File: src/rtl/gemm_feeder.sv
// Purpose: buffers A/B matrices, replays them in gemm_array input order, then drains C results.
// Latency: first issue beat one cycle after the completing load handshake; results one register stage.
// Backpressure: s_*_ready low once a matrix is full or outside LOAD; array side and m_c have none.
module gemm_feeder #(
    parameter int C_DATA_WIDTH = 32,
    parameter int C_DIM        = 4,
    parameter int C_DRAIN_WAIT = 16
) (
    input  logic                    clock,
    input  logic                    i_reset_n,
    input  logic [C_DATA_WIDTH-1:0] s_a_data,
    input  logic                    s_a_valid,
    output logic                    s_a_ready,
    input  logic [C_DATA_WIDTH-1:0] s_b_data,
    input  logic                    s_b_valid,
    output logic                    s_b_ready,
    output logic [C_DATA_WIDTH-1:0] o_a_data,
    output logic [C_DATA_WIDTH-1:0] o_b_data,
    output logic                    o_in_valid,
    output logic                    o_rd_output,
    input  logic [C_DATA_WIDTH-1:0] i_c_data,
    input  logic                    i_c_valid,
    output logic [C_DATA_WIDTH-1:0] m_c_data,
    output logic                    m_c_valid,
    output logic                    o_busy,
    output logic                    o_done
);

    localparam int NN = C_DIM * C_DIM;
    localparam int NK = C_DIM * (C_DIM + 1);
    localparam int CW = $clog2(NN + 1);
    localparam int KW = $clog2(NK + 1);
    localparam int WW = $clog2(C_DRAIN_WAIT + 1);
    localparam int AW = $clog2(NN);

    localparam logic [CW-1:0] NN_C   = CW'(NN);
    localparam logic [CW-1:0] NN_M1  = CW'(NN - 1);
    localparam logic [KW-1:0] K_LAST = KW'(NK - 1);
    localparam logic [KW-1:0] K_N    = KW'(C_DIM);
    localparam logic [KW-1:0] K_NN   = KW'(NN);
    localparam logic [WW-1:0] W_LAST = WW'(C_DRAIN_WAIT - 1);

    typedef enum logic [1:0] {ST_LOAD, ST_ISSUE, ST_WAIT, ST_DRAIN} state_t;

    state_t                  state_q, state_d;
    logic                    run_q;
    logic [CW-1:0]           a_cnt, b_cnt, c_cnt;
    logic [KW-1:0]           k_cnt;
    logic [WW-1:0]           w_cnt;
    logic [C_DATA_WIDTH-1:0] buf_a [NN];
    logic [C_DATA_WIDTH-1:0] buf_b [NN];

    logic a_hs, b_hs, c_hs, a_full, b_full;

    // run_q keeps the load side closed until the first clock after reset release
    assign s_a_ready = run_q && (state_q == ST_LOAD) && (a_cnt < NN_C);
    assign s_b_ready = run_q && (state_q == ST_LOAD) && (b_cnt < NN_C);
    assign a_hs      = s_a_valid && s_a_ready;
    assign b_hs      = s_b_valid && s_b_ready;
    assign c_hs      = (state_q == ST_DRAIN) && i_c_valid;
    // A matrix counts as complete including the handshake happening this cycle
    assign a_full    = (a_cnt == NN_C) || (a_hs && (a_cnt == NN_M1));
    assign b_full    = (b_cnt == NN_C) || (b_hs && (b_cnt == NN_M1));

    assign o_busy      = (state_q != ST_LOAD);
    assign o_rd_output = (state_q == ST_DRAIN);

    // State register
    always_ff @(posedge clock or negedge i_reset_n) begin
        if (!i_reset_n) state_q <= ST_LOAD;
        else            state_q <= state_d;
    end

    // Next-state decode
    always_comb begin
        state_d = state_q;
        case (state_q)
            ST_LOAD:  if (a_full && b_full) state_d = ST_ISSUE;
            ST_ISSUE: if (k_cnt == K_LAST) state_d = ST_WAIT;
            ST_WAIT:  if (w_cnt == W_LAST) state_d = ST_DRAIN;
            ST_DRAIN: if (c_hs && (c_cnt == NN_M1)) state_d = ST_LOAD;
            default:  state_d = ST_LOAD;
        endcase
    end

    // Load, issue, wait and drain counters; load counts clear on leaving LOAD
    always_ff @(posedge clock or negedge i_reset_n) begin
        if (!i_reset_n) begin
            run_q <= 1'b0;
            a_cnt <= '0;
            b_cnt <= '0;
            c_cnt <= '0;
            k_cnt <= '0;
            w_cnt <= '0;
        end else begin
            run_q <= 1'b1;
            if (state_q == ST_LOAD && state_d == ST_ISSUE) begin
                a_cnt <= '0;
                b_cnt <= '0;
            end else begin
                if (a_hs) a_cnt <= a_cnt + 1'b1;
                if (b_hs) b_cnt <= b_cnt + 1'b1;
            end
            k_cnt <= (state_q == ST_ISSUE) ? k_cnt + 1'b1 : '0;
            w_cnt <= (state_q == ST_WAIT)  ? w_cnt + 1'b1 : '0;
            if (c_hs) c_cnt <= (c_cnt == NN_M1) ? '0 : c_cnt + 1'b1;
        end
    end

    // Matrix buffers; contents survive reset
    always_ff @(posedge clock) begin
        if (a_hs) buf_a[AW'(a_cnt)] <= s_a_data;
        if (b_hs) buf_b[AW'(b_cnt)] <= s_b_data;
    end

    // Result register stage and completion pulse
    always_ff @(posedge clock or negedge i_reset_n) begin
        if (!i_reset_n) begin
            m_c_valid <= 1'b0;
            m_c_data  <= '0;
            o_done    <= 1'b0;
        end else begin
            m_c_valid <= c_hs;
            if (c_hs) m_c_data <= i_c_data;
            o_done    <= c_hs && (c_cnt == NN_M1);
        end
    end

    // Skewed issue schedule: A lags B by one row, zero-padded at both ends
    always_comb begin
        o_in_valid = 1'b0;
        o_a_data   = '0;
        o_b_data   = '0;
        if (state_q == ST_ISSUE) begin
            o_in_valid = 1'b1;
            if (k_cnt >= K_N)  o_a_data = buf_a[AW'(k_cnt - K_N)];
            if (k_cnt <  K_NN) o_b_data = buf_b[AW'(k_cnt)];
        end
    end

endmodule

File: config.mk
export PLATFORM = sky130hd
export DESIGN_NAME = gemm_feeder
export DESIGN_NICKNAME = d
export VERILOG_FILES = /design/src/rtl/gemm_feeder.sv
export SDC_FILE = /design/constraint.sdc
export NUM_CORES = 1
export LEC_CHECK = 0
export ABC_CLOCK_PERIOD_IN_PS = 9530
export BUFFER_PORTS_ARGS = -buffer_cell sky130_fd_sc_hd__buf_4
export CORE_UTILIZATION = 37
export DETAILED_ROUTE_END_ITERATION = 6
export GPL_TIMING_DRIVEN = 0
export PLACE_DENSITY = 0.54
export SYNTH_ARGS = -nofsm -noshare
export SYNTH_HDL_FRONTEND = slang
export SYNTH_SLANG_ARGS = --single-unit
File: constraint.sdc
create_clock -name clock -period 9.53 [get_ports clock]
set_input_delay 0.953 -clock clock [delete_from_list [all_inputs] [get_ports clock]]
set_output_delay 0.953 -clock clock [all_outputs]
set_load 0.01 [all_outputs]
# [Yosys cells after proc, flatten, opt, wreduce, memory -nomap -nowiden]
# Memories as Yosys holds them, arrays and structs flattened.
# Index checks and enable logic that the tools add are counted.
[op_classes] n_reduce_logical=17 n_addsub=6 eq_ne=11 muxes=21 n_lt_le_gt_ge=4
[ops] cell="$mux W32" n=4
[ops] cell="$mux W5" n=7
[ops] cell="$add A5 B1 Y5 const B" n=5
[ops] cell="$eq A5 B4 Y1 const B" n=4
[ops] cell="$eq A5 B5 Y1 const B" n=3
[ops] cell="$lt A5 B5 Y1 const B" n=3
[ops] cell="$logic_and A1 B1 Y1" n=11
[ops] cell="$mux W2" n=4
[ops] cell="$pmux W2 S4" n=1
[ops] cell="$reduce_bool A2 Y1" n=3
[ops] cell="$ge A5 B3 Y1 const B" n=1
[ops] cell="$mux W1" n=5
[ops] cell="$eq A2 B1 Y1 const B" n=2
[ops] cell="$eq A2 B2 Y1 const B" n=2
[ops] cell="$sub A4 B3 Y4 const B" n=1
[ops] cell="$logic_not A2 Y1" n=1
[ops] cell="$logic_or A1 B1 Y1" n=2
[word_totals] wordCells=71 output_inout_bits=103 inputBits=101 mem_count=2 ramBits=1024 register_bits=62
[mem_list] name="buf_a" words=16 word_bits=32 rd=1 rd_clocked_by_memory_dff=0 write_ports=1 line_no="50" source="logic [C_DATA_WIDTH-1:0] buf_a [NN];"
[mem_list] name="buf_b" words=16 word_bits=32 rd=1 rd_clocked_by_memory_dff=0 write_ports=1 line_no="51" source="logic [C_DATA_WIDTH-1:0] buf_b [NN];"

# [Longest topological paths before layout]
# Gate-level depths: netlist of run 1.
[logic_depth] ltp_word=12 depth_mapped=11

# [Worst setup path before layout of run 1]
# No wires, ideal clock.
[synth_timing] kind="input to register" startpoint="input port s_b_valid" endpoint="memory buf_b[0][0], enable pin" n_path_buf=0 setup_ps=513 arrival_time_ps=4733 path_slack_ps=4284 stages=3 cell_sequence="and3b_1 > nand2_1 > nor4b_1"
[synth_between] elab_chain_cells=3
[synth_lines] item="start: declaration" line_no="15" source="input logic s_b_valid,"
[synth_lines] item="$logic_and A1 B1 Y1" line_no="59" source="assign b_hs = s_b_valid && s_b_ready;"
[synth_lines] item="$mux W1" line_no="113" source="if (b_hs) buf_b[AW'(b_cnt)] <= s_b_data;"
[synth_lines] item="$mux W1 (implied by the code)" line_no="113"
[synth_lines] item="end: declaration" line_no="51"
# No other way between the ends.

# [Worst setup path in the final report of run 1]
[layout_timing] startpoint="register k_cnt[2]" endpoint="output port o_a_data[30]"
[layout_between] elab_chain_cells=4 word_cells_on_any_way=5 classes_between="add/sub: 1; order compare: 1; mux: 2; memory: 1"
[layout_lines] item="start: declaration" line_no="48" source="logic [KW-1:0] k_cnt;"
[layout_lines] item="start signal: assignment" line_no="104" source="k_cnt <= (state_q == ST_ISSUE) ? k_cnt + 1'b1 : '0;"
[layout_lines] item="$sub A4 B3 Y4" line_no="136" source="if (k_cnt >= K_N) o_a_data = buf_a[AW'(k_cnt - K_N)];"
[layout_lines] item="$mem_v2 Z16 W32"
[layout_lines] item="$mux W32 *" line_no="136"
[layout_lines] item="$mux W32 *" line_no="134" source="if (state_q == ST_ISSUE) begin"
[layout_lines] item="end: declaration" line_no="17" source="output logic [C_DATA_WIDTH-1:0] o_a_data,"
# Mark *: on every way between the ends. The rest lies on a longest branch, timed or not.

==> results of run 1 <==
report_power, final:
| part | leakage [nW] | switching (mW) | internal [mW] |
|---|---|---|---|
| combinational | 4.52 | 0.530 | 0.478 |
| clock | 1.74 | 1.79 | 2.44 |
| sequential | 9.96 | 0.0651 | 5.31 |
| total | 16.2 | 2.39 | 8.22 |
logic make-up after synthesis:
group / synth area share
AND/OR/NAND/NOR: 0.0301
buffers and inverters: 0.0158
flip-flops: 0.775
other: 0.0000900
AO/OA/AOI/OAI: 0.0293
adder cells (fa/ha/maj): 0.00540
multiplexers: 0.142
XOR/XNOR: 0.00252
state kept, by name, indices dropped and copies added (netlist names):
signal     cells
b_cnt          5
k_cnt          5
buf_a        512
m_c_data      32
w_cnt          5
state_q        2
o_done         1
m_c_valid      1
buf_b        512
run_q          1
a_cnt          5
c_cnt          5
routing by layer:
metal / vias to the layer above / track usage
met5: - / 0
met4: 8 / 0.0444
met3: 145 / 0.0334
met2: 505 / 0.316
met1: 11200 / 0.233
li1: 8912 / -
worst paths after layout:
path                         startpoint            to  slack (ps)
max in group asynchronous     i_reset_n    state_q[0]        8610
hold reg to reg                w_cnt[0]      w_cnt[0]         470
hold / removal                i_reset_n  m_c_data[11]         330
setup reg to reg             state_q[1]   buf_a[6][4]        6410
min in group clock         i_c_data[11]  m_c_data[11]         440
setup / recovery               k_cnt[2]  o_a_data[30]        3310
placed cells by master (no fill, tap or decap), drive strengths merged, types with 32 or more instances in the layout:
| cell | n |
|---|---|
| edfxtp | 1024 |
| buf | 320 |
| mux4 | 233 |
| clkbuf | 188 |
| nand2 | 109 |
| mux2i | 65 |
| dfrtp | 62 |
| nor2 | 61 |
| clkinv | 55 |
| o22ai | 41 |
| and3 | 41 |
| o221ai | 32 |
final cells by class:
class / count / share of cell area
flip-flops and latches: 1086 / 0.652
multi-input cells: 746 / 0.177
clock buffers: 145 / 0.0607
repair buffers: 255 / 0.0471
well taps: 1488 / 0.0376
plain buffers: 108 / 0.0121
clock inverters: 68 / 0.0115
inverters: 16 / 0.00121
diodes: 1 / 0.0000505
per-stage QoR:
stage	hold WS (ps)	cells	instance area, sq um	total power [mW]	setup slack [ps]
after global placement	444	3647	45100	6.47	-1010
after floorplan	433	1956	41700	6.06	4280
final	328	3913	49500	10.6	3310
after global routing	387	3913	49500	11.0	2980
after CTS	337	3912	49500	10.7	3230
after detailed placement	461	3699	45900	6.50	3980
worst reg2reg max path, cell delays in order, from the launching register on:
cell and delay [ps]:
dfrtp_1 480, nor4b_2 660, and2_1 260, nand2_1 150, nor3b_2 930, buf_6 290
==> results.toml, run 1 <==
[run_status]
run_status = "complete, no violations"

[clocking]
clock_sink_count = 1086
worstSkewPairLatency_ps = 700
tritoncts = "built"
cts.clk_slew.worst_paths_ps = 60
post_cts_repair_timing_setup_buffer_count = 0
cts_hold_repair.buffers = 0
cell_at_the_root_of_the_clock_tree = "clkbuf_16"
cts_resized = 0
cts_inserted_buffers = 112
htree_num_levels = 3
cts_buffer_depth = 3

[setup_path]
cp_num_cells = 10
worstSetupStartpointType = "flip-flop"
maximum_single_stage_delay_on_the_critical_path_ps = 750
crit_chain = "buf_2, clkinv_1, clkbuf_1, ha_1, clkbuf_1, clkbuf_1, mux4_2, o22ai_1, nor2_1, buf_4"
critPathSlowestCell = "clkbuf_1"
crit_family = "buffers and inverters"
worst-path-max-fanout = 10
r2r_cells = 5
criticalPathCategory = "reg -> out"
timing.critical_path.buf_inv = 6
crit_path_end_kind = "output port"
worstPathArrival_ps = 5260
critPathRequiredTime_ps = 8580
path_common_cell = "clkbuf_1"

[routing]
totalWireLength_microns = 102000
drc = 0
detailroute.wirelength.met3_microns = 5050
route.layer.met1.wl_microns = 42100
detail_route.iter0.violations = 1714
drt.antenna.violating_nets = 0
top_layer = "met5"
routed-wl-met2_microns = 52900
via_count_of_the_routed_design = 20800
post_drt_via_cell_ratio = 5.30
detailedRoute.firstPassIterationCount = 5
wl_per_cell_microns = 26.1

[cells_and_area]
multi_input_comb_area_sq_um = 8780
final-seq-area_sq_um = 32300
drive_gt1_frac = 0.305
nets = 2444
final_core_utilization = 0.446
layout-area-overhead-vs-synth_pct = 18.8
nFillCells = 9639

[synthesis]
post_synth_inst_count = 1956
mappedNetlistNets = 2075
post_synth_edffs = 1024
netlist_top_cells_count = "edfxtp_1, mux4_2, nand2_1"
synth.cell_area_sq_um = 41700
ys_warn_count = 0
post_synth.cell_area_avg_sq_um = 21.3
synthArstFlopShare = 0.0571
netlist-cell-type-count = 50
synth-main-ff-cell = "edfxtp_1"
synth_top_area_cell = "edfxtp_1"
synthMostInstantiatedCell = "edfxtp_1"
seq_area_frac_synth = 0.775
yosys_register_bits = 1086
synth_top_cell_area_share = 0.738
synth_area_leaders = "edfxtp_1, mux4_2, dfrtp_1"

[run]
max_cap_viol_count = 0

[min_path]
holdCritPathClass = "in -> async"

[global_routing]
vias_in_the_first_global_route = 21800
grt_overflow_total = 0
number_of_antenna_violations_at_the_first_check_in_global_routing = 5
largest_net_degree_at_the_start_of_global_routing = 63
first_pass_grt_wire_length_microns = 148000
grt_util_all_layers = 0.181

[placed_design]
place.port_buffers = 203
finalWeightedCongestion = 0.737
hpwl_detailed_microns = 65800

[power_and_ir_drop]
power_per_cell_area_nw_per_um2 = 214
leakage_dissipation_nw = 16.2
power.ir.vdd_worst_uv = 159

[sta]
post-route-min-period_ps = 6220
setup_viol = 0
final.setup.tns_ps = 0
setup_repair_after_global_routing_missed_its_margin = "no"
worst_case_headroom_to_the_max_slew_limit = 0.252
share_of_the_cycle_needed_by_the_critical_path_after_routing = 0.652
report.final.hold_viol_count = 0
final_max_slew_viol_count = 0
timing_worst_slew_pin_value_ps = 1120
clock.fmax_mhz = 161
worst_clock_skew_ps = 52.9

[die]
initial_utilization = 0.375
fp.dieW_microns = 338
floorplan.die_area_sq_um = 114000
ios = 204
floorplan.die.height_microns = 338
rows = 122
core_area_sq_um = 111000
Power figures use the tool's default switching activity.
==> run 2: changes to the inputs <==
--- a/config.mk
+++ b/config.mk
@@ -5,12 +5,12 @@
 export SDC_FILE = /design/constraint.sdc
 export NUM_CORES = 1
 export LEC_CHECK = 0
-export ABC_CLOCK_PERIOD_IN_PS = 9530
+export ABC_CLOCK_PERIOD_IN_PS = 5350
 export BUFFER_PORTS_ARGS = -buffer_cell sky130_fd_sc_hd__buf_4
 export CORE_UTILIZATION = 37
 export DETAILED_ROUTE_END_ITERATION = 6
 export GPL_TIMING_DRIVEN = 0
-export PLACE_DENSITY = 0.54
+export PLACE_DENSITY = 0.56
 export SYNTH_ARGS = -nofsm -noshare
 export SYNTH_HDL_FRONTEND = slang
 export SYNTH_SLANG_ARGS = --single-unit
==> constraint.sdc (replaced) <==
create_clock -name clock -period 5.35 [get_ports clock]
set_input_delay 0.535 -clock clock [delete_from_list [all_inputs] [get_ports clock]]
set_output_delay 0.535 -clock clock [all_outputs]
set_load 0.01 [all_outputs]
==> run 2 against run 1 <==
Against the previous run:
- first-iteration DRC count up 13%
- critical endpoint is now o_a_data[29]
- final cell count unchanged
- critical path type unchanged
- count of clock-buffer cells in the layout down 1
- worst setup slack worse by 3000 ps
- largest cell class unchanged
- combinational power up 79%
- hold slack worse by 280 ps
- sequential share of layout area up 0.10 points
==> results.toml, run 2 (synthesized netlist as in run 1, its figures left out) <==
[sta]
share_of_the_cycle_needed_by_the_critical_path_after_routing = 0.950
setup_viol = 0
clock.fmax_mhz = 197
setup_repair_after_global_routing_missed_its_margin = "no"
worst_case_headroom_to_the_max_slew_limit = 0.256
final_max_slew_viol_count = 0
hold_ws_ps = 45.5
worst_clock_skew_ps = 35.4
post-route-min-period_ps = 5080
report.final.hold_viol_count = 0
timing_worst_slew_pin_value_ps = 1120

[clocking]
cts.clk_slew.worst_paths_ps = 60
cell_at_the_root_of_the_clock_tree = "clkbuf_16"
cts_buffer_depth = 3
cts_inserted_buffers = 109
tritoncts = "built"
clock_sink_count = 1086
worstSkewPairLatency_ps = 690
htree_num_levels = 3

[die]
initial_utilization = 0.375
core_area_sq_um = 111000
fp.dieW_microns = 338
floorplan.die_area_sq_um = 114000
ios = 204
floorplan.die.height_microns = 338
rows = 122

[power_and_ir_drop]
power_per_cell_area_nw_per_um2 = 377
leakage_dissipation_nw = 16.2
power.ir.vdd_worst_uv = 260
p_total_mw = 18.6

[run_status]
run_status = "complete, no violations"

[global_routing]
vias_in_the_first_global_route = 21800
grt_util_all_layers = 0.179
number_of_antenna_violations_at_the_first_check_in_global_routing = 7
first_pass_grt_wire_length_microns = 147000
grt_overflow_total = 0
largest_net_degree_at_the_start_of_global_routing = 63

[cells_and_area]
layoutNonFillerInstCount = 3913
nets = 2455
highest_count_cells_in_the_layout_ignoring_fill_and_taps = "edfxtp_1, mux4_2, buf_4"
drive_gt1_frac = 0.306
layout_commonest_cell = "edfxtp_1"
registers_with_the_most_flip_flops = "buf_a (512), buf_b (512), m_c_data (32)"
layout-area-overhead-vs-synth_pct = 18.6

[setup_path]
timing.critical_path.buf_inv = 6
worstSetupStartpointType = "flip-flop"
crit_path_end_kind = "output port"
crit_chain = "buf_2, clkinv_1, clkbuf_2, ha_1, clkbuf_2, clkbuf_2, mux4_2, o22ai_1, nor2_1, buf_4"
maximum_single_stage_delay_on_the_critical_path_ps = 460
path_common_cell = "clkbuf_2"
crit_family = "buffers and inverters"
critPathSlowestCell = "ha_1"
critPathRequiredTime_ps = 4820
criticalPathCategory = "reg -> out"
worst-path-max-fanout = 10
worstPathArrival_ps = 4550

[routing]
route.layer.met1.wl_microns = 40900
detail_route.iter0.violations = 1939
totalWireLength_microns = 101000
top_layer = "met5"
wl_per_cell_microns = 25.9
drt.antenna.violating_nets = 0
detailroute.wirelength.met3_microns = 6030
drc = 0
detailedRoute.firstPassIterationCount = 7
routed-wl-met2_microns = 51900
via_count_of_the_routed_design = 20700
post_drt_via_cell_ratio = 5.29

[placed_design]
hpwl_detailed_microns = 65800
place.port_buffers = 203
finalWeightedCongestion = 0.765
place.detailed.instances = 3699

[min_path]
holdCritPathClass = "in -> reg"

[run]
max_cap_viol_count = 0
[run 2: cell types whose count changed in the layout (fill, tap and decap cells not counted), sizes merged]
cell / change
clkinv: -12
clkinvlp: +1
dlygate4sd3: +14
clkbuf: -1
bufinv: -2
[run 2: tightest hold or removal path, stage by stage]
cell and delay [ps]:
buf_4 80, nand2_1 40, nand2_1 50
[run 2: per-stage QoR]
step	setup WS [ps]	setup TNS [ps]	util	area, sq um
5_1_grt	99.7	0	0.445	49400
2_1_floorplan	522	0	-	41700
3_3_place_gp	-4290	-526740	0.406	45100
3_5_place_dp	224	0	0.413	45900
6_report	270	0	0.445	49400
4_1_cts	125	0	0.445	49400
[run 2: routing by layer]
layer | vias to the layer above | GRT usage
li1 | 8905 | -
met5 | - | 0
met2 | 633 | 0.309
met4 | 12 | 0.0521
met1 | 11000 | 0.228
met3 | 160 | 0.0350
[run 2: final cells by class]
class,count,area [sq um]
fillers,9604,61700
flip-flops and latches,1086,32300
multi-input cells,746,8780
clock buffers,144,2920
repair buffers,269,2450
well taps,1488,1860
plain buffers,108,619
clock inverters,55,447
inverters,16,60.1
diodes,1,2.50
[run 2: final timing paths]
path | from | end | depth (start not counted) | slack (ps)
setup / recovery | k_cnt[2] | o_a_data[29] | 10 | 270
hold / removal | i_c_data[5] | m_c_data[5] | 3 | 50
setup reg to reg | state_q[1] | buf_a[7][15] | 6 | 2210
hold reg to reg | w_cnt[0] | w_cnt[0] | 1 | 470
max in group asynchronous | i_reset_n | b_cnt[3] | 2 | 4330
min in group asynchronous | i_reset_n | m_c_data[3] | 2 | 470
[run 2: power by group]
| part | internal [mW] | leakage [nW] | switching [mW] |
|---|---|---|---|
| Combinational | 0.859 | 4.61 | 0.951 |
| Sequential | 9.45 | 9.96 | 0.114 |
| Clock | 4.12 | 1.63 | 3.13 |
[run 2: what timing repair did]
action	CTS	global route
hold endpoints to repair	75	0
endpoints found under the setup margin	32	2
hold buffers	14	0
resized for setup	14	3
buffers inserted	0	0
